`config.mk`:
```
export PLATFORM = sky130hd
export DESIGN_NAME = sha256_padder
export DESIGN_NICKNAME = d
export VERILOG_FILES = /design/src/rtl/sha256_padder.sv
export SDC_FILE = /design/constraint.sdc
export NUM_CORES = 2
export LEC_CHECK = 0
export BUFFER_PORTS_ARGS = -buffer_cell sky130_fd_sc_hd__buf_4
export CAP_MARGIN = 20
export CORE_MARGIN = 4
export CORE_UTILIZATION = 55
export DETAILED_ROUTE_END_ITERATION = 16
export PLACE_DENSITY = 0.91
export REMOVE_ABC_BUFFERS = 1
export SLEW_MARGIN = 20
export SYNTH_ARGS = -nofsm -noshare
export SYNTH_HDL_FRONTEND = slang
export SYNTH_SLANG_ARGS = --single-unit
```
`constraint.sdc`:
```
create_clock -name clk_i -period 6.85 [get_ports clk_i]
set_input_delay 0.685 -clock clk_i [delete_from_list [all_inputs] [get_ports clk_i]]
set_output_delay 0.685 -clock clk_i [all_outputs]
set_load 0.03 [all_outputs]
```
`src/rtl/sha256_padder.sv`:
```
// SHA-256 message padder: packs 32-bit big-endian words into 512-bit blocks,
// appends the 0x80 terminator and the 64-bit message bit length.
module sha256_padder #(
  parameter int unsigned LenWidth = 64
) (
  input  logic         clk_i,
  input  logic         rst_ni,
  input  logic [31:0]  s_data_i,
  input  logic         s_valid_i,
  output logic         s_ready_o,
  input  logic         s_last_i,
  input  logic [2:0]   s_nbytes_i,
  output logic [511:0] m_block_o,
  output logic         m_valid_o,
  input  logic         m_ready_i,
  output logic         m_first_o,
  output logic         m_last_o
);

  typedef enum logic [1:0] {ABSORB, OUT, PAD} state_t;

  state_t               state, state_n;
  logic [3:0]           w, w_n;
  logic [LenWidth-1:0]  bits, bits_n, len_last;
  logic                 pend, pend_n;
  logic                 pad, pad_n;
  logic                 in_msg, in_msg_n;
  logic [15:0][31:0]    blk, blk_n;
  logic                 first, first_n;
  logic                 last, last_n;

  logic [2:0]           nb;
  logic [6:0]           pos;
  logic [31:0]          tail_word;

  assign m_block_o = blk;
  assign m_first_o = first;
  assign m_last_o  = last;

  // Final-word decode: clamped byte count, 0x80 byte position, closing length.
  always_comb begin
    nb       = (s_nbytes_i > 3'd4) ? 3'd4 : s_nbytes_i;
    pos      = {1'b0, w, 2'b00} + {4'b0000, nb};
    len_last = bits + LenWidth'({nb, 3'b000});
    unique case (nb)
      3'd0:    tail_word = 32'h8000_0000;
      3'd1:    tail_word = {s_data_i[31:24], 24'h80_0000};
      3'd2:    tail_word = {s_data_i[31:16], 16'h8000};
      3'd3:    tail_word = {s_data_i[31:8], 8'h80};
      default: tail_word = s_data_i;
    endcase
  end

  always_comb begin
    state_n   = state;
    w_n       = w;
    bits_n    = bits;
    pend_n    = pend;
    pad_n     = pad;
    in_msg_n  = in_msg;
    blk_n     = blk;
    first_n   = first;
    last_n    = last;
    s_ready_o = 1'b0;
    m_valid_o = 1'b0;

    unique case (state)
      ABSORB: begin
        s_ready_o = rst_ni;
        if (s_valid_i) begin
          if (!s_last_i) begin
            for (int unsigned i = 0; i < 16; i++) begin
              if (4'(i) == w) blk_n[4'(15 - i)] = s_data_i;
            end
            bits_n = bits + LenWidth'(32);
            if (w == 4'd15) begin
              state_n = OUT;
              w_n     = '0;
              first_n = ~in_msg;
              last_n  = 1'b0;
              pad_n   = 1'b0;
            end else begin
              w_n = w + 4'd1;
            end
          end else begin
            // Words past the final one are cleared here, so stale data from a
            // previous block never needs an explicit wipe.
            for (int unsigned i = 0; i < 16; i++) begin
              if (4'(i) == w)
                blk_n[4'(15 - i)] = tail_word;
              else if (5'(i) == ({1'b0, w} + 5'd1) && nb == 3'd4)
                blk_n[4'(15 - i)] = 32'h8000_0000;
              else if (4'(i) > w)
                blk_n[4'(15 - i)] = '0;
            end
            bits_n  = len_last;
            w_n     = '0;
            state_n = OUT;
            first_n = ~in_msg;
            if (pos <= 7'd55) begin
              blk_n[1:0] = len_last;
              last_n     = 1'b1;
              pad_n      = 1'b0;
            end else begin
              last_n = 1'b0;
              pad_n  = 1'b1;
              pend_n = (pos == 7'd64);
            end
          end
        end
      end

      OUT: begin
        m_valid_o = 1'b1;
        if (m_ready_i) begin
          if (pad) begin
            state_n = PAD;
          end else begin
            state_n = ABSORB;
            w_n     = '0;
          end
          if (last) begin
            bits_n   = '0;
            in_msg_n = 1'b0;
          end else begin
            in_msg_n = 1'b1;
          end
        end
      end

      PAD: begin
        blk_n = '0;
        if (pend) blk_n[15] = 32'h8000_0000;
        blk_n[1:0] = bits;
        first_n    = 1'b0;
        last_n     = 1'b1;
        pend_n     = 1'b0;
        pad_n      = 1'b0;
        state_n    = OUT;
      end

      default: state_n = ABSORB;
    endcase
  end

  always_ff @(posedge clk_i) begin
    if (!rst_ni) begin
      state  <= ABSORB;
      w      <= '0;
      bits   <= '0;
      pend   <= 1'b0;
      pad    <= 1'b0;
      in_msg <= 1'b0;
      blk    <= '0;
      first  <= 1'b0;
      last   <= 1'b0;
    end else begin
      state  <= state_n;
      w      <= w_n;
      bits   <= bits_n;
      pend   <= pend_n;
      pad    <= pad_n;
      in_msg <= in_msg_n;
      blk    <= blk_n;
      first  <= first_n;
      last   <= last_n;
    end
  end

endmodule

```
Yosys cells after proc, flatten, opt, wreduce, memory -nomap -nowiden

Cells that the tools add are included.
W data, S select, Z words.

Order comparisons: 18
Equality and inequality tests: 77
Reduce and logical (&&, ||, !) cells: 44
Muxes and demuxes: 108
$add $sub $neg: 5
Bitwise operators: 1

Operators with widths:

| kind                    | count |
|---|---|
| $mux W32                | 65 |
| $mux W512               | 2 |
| $pmux W512 S2           | 1 |
| $mux W64                | 5 |
| $pmux W32 S4            | 1 |
| $pmux W64 S2            | 1 |
| $reduce_and A4 Y1       | 19 |
| $add A64 B6 Y64         | 1 |
| $add A64 B6 Y64 const B | 1 |
| $ne A4 B4 Y1 const B    | 14 |
| $ne A3 B3 Y1 const B    | 17 |
| $eq A4 B5 Y1 const A    | 8 |
| $eq A4 B4 Y1 const A    | 8 |
| $gt A4 B4 Y1 const A    | 8 |
| $eq A3 B5 Y1 const A    | 4 |
| $mux W4                 | 5 |
| $eq A3 B4 Y1 const A    | 4 |
| $gt A3 B4 Y1 const A    | 4 |
| $logic_and A1 B1 Y1     | 16 |
| $mux W1                 | 16 |
| $ne A2 B2 Y1 const B    | 6 |
| $eq A2 B5 Y1 const A    | 2 |
| $mux W2                 | 5 |
| $ne A5 B5 Y1 const B    | 2 |
| other kinds (29)        | 38 |

Bits of input ports: 40
Register bits: 587
Output and inout bits: 516

Logic depth before layout (Yosys ltp)

Depth after elaboration: 10
Depth in mapped cells: 12
Mapped depth without buffers: 9

Worst setup path before layout

OpenSTA, ideal clock, no wires.

Path type: input port to flip-flop
Start point: input port s_nbytes_i[2]
End point: register blk (netlist bit m_block_o[37])
Setup time: 60 ps
Data arrival time: 3089 ps
Stages: 11
Setup slack: 3701 ps
Path through: clkbuf_1 clkbuf_1 nor2b_1 ha_1 fa_1 a21oi_1 nor2_1 nand2_1 or4_1 a211oi_1 a221o_1

Cells in the longest elaborated chain, start to end: 10
Elaborated cells between the ends (all ways): 20
Those cells by class: 2 x add/sub; 2 x order compare; 5 x eq/ne; 8 x mux; 3 x reduce/logical

Ends and longest elaborated chain:

| what                                                  | RTL line | RTL |
|---|---|---|
| from (decl)                                           | 12       | `input logic [2:0] s_nbytes_i,` |
| $gt A3 B3 Y1                                          | 42       | `nb = (s_nbytes_i > 3'd4) ? 3'd4 : s_nbytes_i;` |
| $mux W3 *                                             | 42       |  |
| branches (longest 8 deep; another with $add A6 B3 Y7) | n/a      |  |
| to (signal assigned)                                  | 164      | `blk <= blk_n;` |
| to (decl)                                             | 28       | `logic [15:0][31:0] blk, blk_n;` |

Every way passes the cells marked *. The select of a mux whose other input is x is not followed.
A chain may end at the register's enable or synchronous reset.

Worst setup path in the final report

Start point: register w[1]
End point: register blk (netlist bit m_block_o[463])

Cells in the longest elaborated chain, start to end: 8
Elaborated cells between the ends (all ways): 13
Those cells by class: 1 x add/sub; 1 x order compare; 4 x eq/ne; 5 x mux; 2 x reduce/logical

Ends and longest elaborated chain:

| what                   | RTL line | RTL |
|---|---|---|
| from (decl)            | 23       | `logic [3:0] w, w_n;` |
| from (signal assigned) | 159      | `w <= w_n;` |
| $add A4 B1 Y5          | 91       | `else if (5'(i) == ({1'b0, w} + 5'd1) && nb == 3'd4)` |
| $eq A1 B5 Y1           | 91       |  |
| $logic_and A1 B1 Y1    | 91       |  |
| $mux W32               | 91       |  |
| $mux W32               | 89       | `if (4'(i) == w)` |
| $mux W512              | 71       | `if (!s_last_i) begin` |
| $mux W512              | 70       | `if (s_valid_i) begin` |
| $pmux W512 S2          | 67       | `unique case (state)` |

Several ways; a longest one is shown, not always the timed one. The select of a mux whose other input is x is not followed.

==> results.py <==
metrics = {
    "global_routing": {
        "grt_remaining_overflow": 0,
        "grt_pass1_wl_mm": 204,
        "antenna_found_initial": 6,
        "first_global_vias": 31700,
        "groute.usage.overall": 0.461,
        "grt_start_max_net_pins": 188,
    },
    "timing": {
        "timing.hold.ws_ns": 0.394,
        "worst_slew_margin_rel": 0.166,
        "hold_viol": 0,
        "timing.setup.tns_ns": 0,
        "period_minus_slack_ns": 4.12,
        "worstMarginPinSlew_ns": 1.25,
        "fmaxAchievable_ghz": 0.242,
        "period_share": 0.602,
        "finalSetupViolCount": 0,
        "finalMaxSlewViolations": 0,
        "worst_clock_skew_ns": 0.0439,
        "rsz0062_at_grt": "no",
    },
    "cts": {
        "worst_skew_late_latency_ns": 0.68,
        "numClockSinks": 584,
        "clk_path_buf_depth": 3,
        "tritoncts.num_buffers": 60,
        "clock_tree.htree_level_count": 2,
        "ctsRootBufferMaster": "sky130_fd_sc_hd__clkbuf_16",
        "cts_tree": "built",
        "post_cts_buffers": 0,
        "postCtsResizedCells": 0,
        "cts.clk_slew.worst_paths_ns": 0.07,
        "hold_buffers": 0,
    },
    "floorplan": {
        "overall_die_width_microns": 239,
        "floorplan.rows": 84,
        "die-height_microns": 239,
        "coreArea_sq_um": 52800,
        "floorplan.initialDensity": 0.557,
        "ios": 556,
        "die_area_sq_um": 57200,
    },
    "placement": {
        "dpl.hpwl_mm": 94.0,
        "buffer_ports.inserted": 555,
        "post-place-cells": 4870,
        "place.gp.congestion": 1.05,
    },
    "logic_synthesis": {
        "yosys.area_share.adder": 0.00621,
        "ys_dominant_reg_cell": "sky130_fd_sc_hd__dfxtp_1",
        "synthesis.area_sq_um": 29400,
        "synth_enable_flop_cells": 0,
        "synth_simple_gate_area_frac": 0.249,
        "synthesis.instances": 3995,
        "synthesis.yosys.warnings": 0,
        "synth_top_family_by_area": "compound AO/OA/AOI/OAI gates",
        "yosysUniqueCellTypes": 100,
        "seq_area_frac_synth": 0.398,
        "yosys-mux-area-fraction": 0.00417,
        "ys_async_sr_fraction": 0,
        "synth-compound-area-share": 0.275,
        "synthXorXnorAreaFrac": 0.00685,
        "postSynthRegisterBits": 584,
        "synthesis.area_per_instance_sq_um": 7.36,
    },
    "critical_path": {
        "critical_path.endpoint_type": "flip-flop",
        "reg2reg_setup_slack_ns": 2.73,
        "r2r.worst_path.cells": 8,
        "critical_path.max_stage_delay_ns": 0.95,
        "timing.critical_path.cells": "ha_1 > nand2_1 > o31ai_4 > a21oi_1 > a311oi_4 > buf_4 > nand3_1 > a21oi_1",
        "worstPathRequired_ns": 7.43,
        "critical_path.reg2reg.startpoint": "w[1]$_SDFFE_PN0P_",
        "critical_path.slowest_cell": "sky130_fd_sc_hd__a311oi_4",
        "critical_path.top_delay_family": "compound AO/OA/AOI/OAI gates",
        "worst_ep_arrival_time_ns": 4.70,
        "critical_path.reg2reg.endpoint": "m_block_o[463]$_SDFFE_PN0P_",
        "worst-setup-path-type": "flip-flop to flip-flop",
        "critical_path.most_common_cell": "sky130_fd_sc_hd__a21oi_1",
        "path_buf_inv": 1,
        "path_max_fanout": 44,
        "cp-start-kind": "flip-flop",
    },
    "routing": {
        "postRouteWirelength_mm": 140,
        "detail_route.first_pass.iterations": 7,
        "drt-vias-per-instance": 7.11,
        "routed_wire_length_per_instance_microns": 28.1,
        "drc": 0,
        "final_antenna_net_count": 0,
        "dr_vias": 35400,
        "first_iter_violations": 7174,
    },
    "finish": {
        "fillCellCount": 4372,
        "finalNetCount": 4300,
        "finish.cell_count_without_fillers": 4988,
        "drive_above_1_share": 0.184,
        "syn_to_final_growth_pct": 20.6,
    },
    "min_path": {
        "holdCritStartpoint": "s_data_i[13]",
        "whs_endpoint": "m_block_o[45]$_SDFFE_PN0P_",
        "kind_of_path_behind_the_tightest_hold_check": "input port to flip-flop",
        "worst_hold_path.num_cells": 3,
    },
    "outcome": {
        "result_of_the_run": "finished, final reports clean",
    },
    "pwr": {
        "power_density_nw_per_um2": 240,
        "vdd_ir_drop_max_v": 0.000245,
        "static-leakage-power_nw": 13.2,
    },
    "job": {
        "maxCapViolCount": 0,
    },
}
[routing by layer]
| layer | global-route usage | vias up | routed length [microns] |
|---|---|---|---|
| li1 | - | 14900 | - |
| met1 | 0.573 | 16100 | 46300 |
| met2 | 0.675 | 3481 | 57300 |
| met3 | 0.156 | 905 | 23300 |
| met4 | 0.315 | 0 | 13500 |
| met5 | 0 | - | 0 |
[tightest hold or removal path: stages]
cell                      delay, ns
sky130_fd_sc_hd__buf_4         0.13
sky130_fd_sc_hd__nand3_1       0.06
sky130_fd_sc_hd__a41oi_1       0.11
[report_power, final]
group	leakage [nW]	switching, mW	total, mW	internal, mW
Sequential	4.75	0.105	3.64	3.53
Combinational	7.47	1.06	1.44	0.377
Clock	0.998	1.52	3.44	1.93
Total	13.2	2.68	8.52	5.84
[synthesized netlist by cell type, types with 15 or more instances]
| cell | instances | area (sq um) |
|---|---|---|
| sky130_fd_sc_hd__and2_1 | 35 | 219 |
| sky130_fd_sc_hd__dfxtp_1 | 584 | 11700 |
| sky130_fd_sc_hd__nor4_1 | 34 | 213 |
| sky130_fd_sc_hd__nand3_1 | 477 | 2390 |
| sky130_fd_sc_hd__o31ai_1 | 93 | 698 |
| sky130_fd_sc_hd__nand4_1 | 57 | 357 |
| sky130_fd_sc_hd__a21oi_1 | 399 | 2000 |
| sky130_fd_sc_hd__clkbuf_1 | 308 | 1160 |
| sky130_fd_sc_hd__nand2b_1 | 20 | 125 |
| sky130_fd_sc_hd__buf_1 | 26 | 97.6 |
| sky130_fd_sc_hd__xnor2_1 | 17 | 149 |
| sky130_fd_sc_hd__o211ai_1 | 36 | 270 |
| sky130_fd_sc_hd__nor2b_1 | 32 | 200 |
| sky130_fd_sc_hd__buf_2 | 85 | 425 |
| sky130_fd_sc_hd__nand2_1 | 550 | 2060 |
| sky130_fd_sc_hd__o21ai_1 | 32 | 160 |
| sky130_fd_sc_hd__o221ai_1 | 30 | 263 |
| sky130_fd_sc_hd__o21ai_0 | 593 | 2970 |
| sky130_fd_sc_hd__a31oi_1 | 57 | 357 |
| sky130_fd_sc_hd__nor2_1 | 147 | 552 |
| sky130_fd_sc_hd__nor3_1 | 72 | 360 |
| sky130_fd_sc_hd__and3_1 | 15 | 93.8 |
[layout by cell type, fill, tap and decap left out, types with 10 or more instances in the layout]
| cell type | n |
|---|---|
| sky130_fd_sc_hd__and3_1 | 15 |
| sky130_fd_sc_hd__inv_1 | 14 |
| sky130_fd_sc_hd__a21oi_1 | 395 |
| sky130_fd_sc_hd__o221ai_1 | 30 |
| sky130_fd_sc_hd__ha_1 | 13 |
| sky130_fd_sc_hd__and4_1 | 11 |
| sky130_fd_sc_hd__a211oi_1 | 11 |
| sky130_fd_sc_hd__clkbuf_8 | 11 |
| sky130_fd_sc_hd__and2_1 | 34 |
| sky130_fd_sc_hd__o21ai_0 | 593 |
| sky130_fd_sc_hd__a21o_1 | 13 |
| sky130_fd_sc_hd__mux2i_1 | 10 |
| sky130_fd_sc_hd__o211ai_1 | 36 |
| sky130_fd_sc_hd__nor4_1 | 33 |
| sky130_fd_sc_hd__nand4_1 | 57 |
| sky130_fd_sc_hd__clkbuf_16 | 60 |
| sky130_fd_sc_hd__clkinv_2 | 14 |
| sky130_fd_sc_hd__nor3_1 | 71 |
| sky130_fd_sc_hd__clkbuf_1 | 11 |
| sky130_fd_sc_hd__buf_4 | 609 |
| sky130_fd_sc_hd__or2_2 | 10 |
| sky130_fd_sc_hd__or3_1 | 14 |
| sky130_fd_sc_hd__a31oi_1 | 56 |
| sky130_fd_sc_hd__nor2b_1 | 31 |
| sky130_fd_sc_hd__xnor2_1 | 17 |
| sky130_fd_sc_hd__nand2_1 | 547 |
| sky130_fd_sc_hd__o21ai_1 | 27 |
| sky130_fd_sc_hd__o31ai_1 | 93 |
| sky130_fd_sc_hd__nand3_1 | 477 |
| sky130_fd_sc_hd__nand2b_1 | 19 |
| sky130_fd_sc_hd__o21a_1 | 14 |
| sky130_fd_sc_hd__nor2_1 | 144 |
| sky130_fd_sc_hd__dfxtp_1 | 584 |
[through the flow]
| stage | setup WS, ns | area [sq um] | total power, mW | utilization |
|---|---|---|---|---|
| 2_1_floorplan | -1.11 | 27700 | 4.42 | - |
| 3_3_place_gp | 2.83 | 33300 | 5.05 | 0.632 |
| 3_5_place_dp | 2.73 | 33400 | 5.07 | 0.633 |
| 4_1_cts | 2.87 | 35400 | 8.42 | 0.671 |
| 5_1_grt | 2.64 | 35500 | 8.68 | 0.672 |
| 6_report | 2.73 | 35500 | 8.52 | 0.672 |
[state kept, by name, summed over array words and instances, names as in the netlist]
| name | cells |
|---|---|
| m_last_o | 1 |
| w | 4 |
| in_msg | 1 |
| bits | 61 |
| m_block_o | 512 |
| state | 2 |
| pad | 1 |
| pend | 1 |
| m_first_o | 1 |
[area by class of cell]
type	count	area, sq um	share of cell area
diodes	6	15.0	0.000423
well taps	688	861	0.0243
inverters	17	71.3	0.00201
clock buffers	82	1690	0.0478
repair buffers	615	4690	0.132
multi-input cells	2968	16100	0.454
flip-flops and latches	584	11700	0.330
clock inverters	28	347	0.00977
[cells by family after synthesis]
| kind of cell | after synthesis |
|---|---|
| adders and majority gates | 14 |
| buffers and inverters | 443 |
| muxes | 12 |
| DFF | 584 |
| xor gates and xnor gates | 23 |
| AOI/OAI and AO/OA | 1391 |
| and+or+nand+nor | 1528 |
[how the worst max path moves through the flow]
| stage | slack (ns) | end | start | cells after the start |
|---|---|---|---|---|
| global placement | 2.83 | m_block_o[49]$_SDFFE_PN0P_ | s_nbytes_i[2] | 9 |
| detailed placement | 2.73 | m_block_o[49]$_SDFFE_PN0P_ | s_nbytes_i[2] | 9 |
| global route | 2.64 | m_block_o[289]$_SDFFE_PN0P_ | w[1]$_SDFFE_PN0P_ | 9 |
| finish | 2.73 | m_block_o[463]$_SDFFE_PN0P_ | w[1]$_SDFFE_PN0P_ | 8 |
| CTS | 2.87 | m_block_o[281]$_SDFFE_PN0P_ | w[1]$_SDFFE_PN0P_ | 7 |
| floorplan | -1.11 | m_block_o[44]$_SDFFE_PN0P_ | state[1]$_SDFFE_PN0P_ | 4 |
Note: power is estimated with default switching activity, not from simulation.
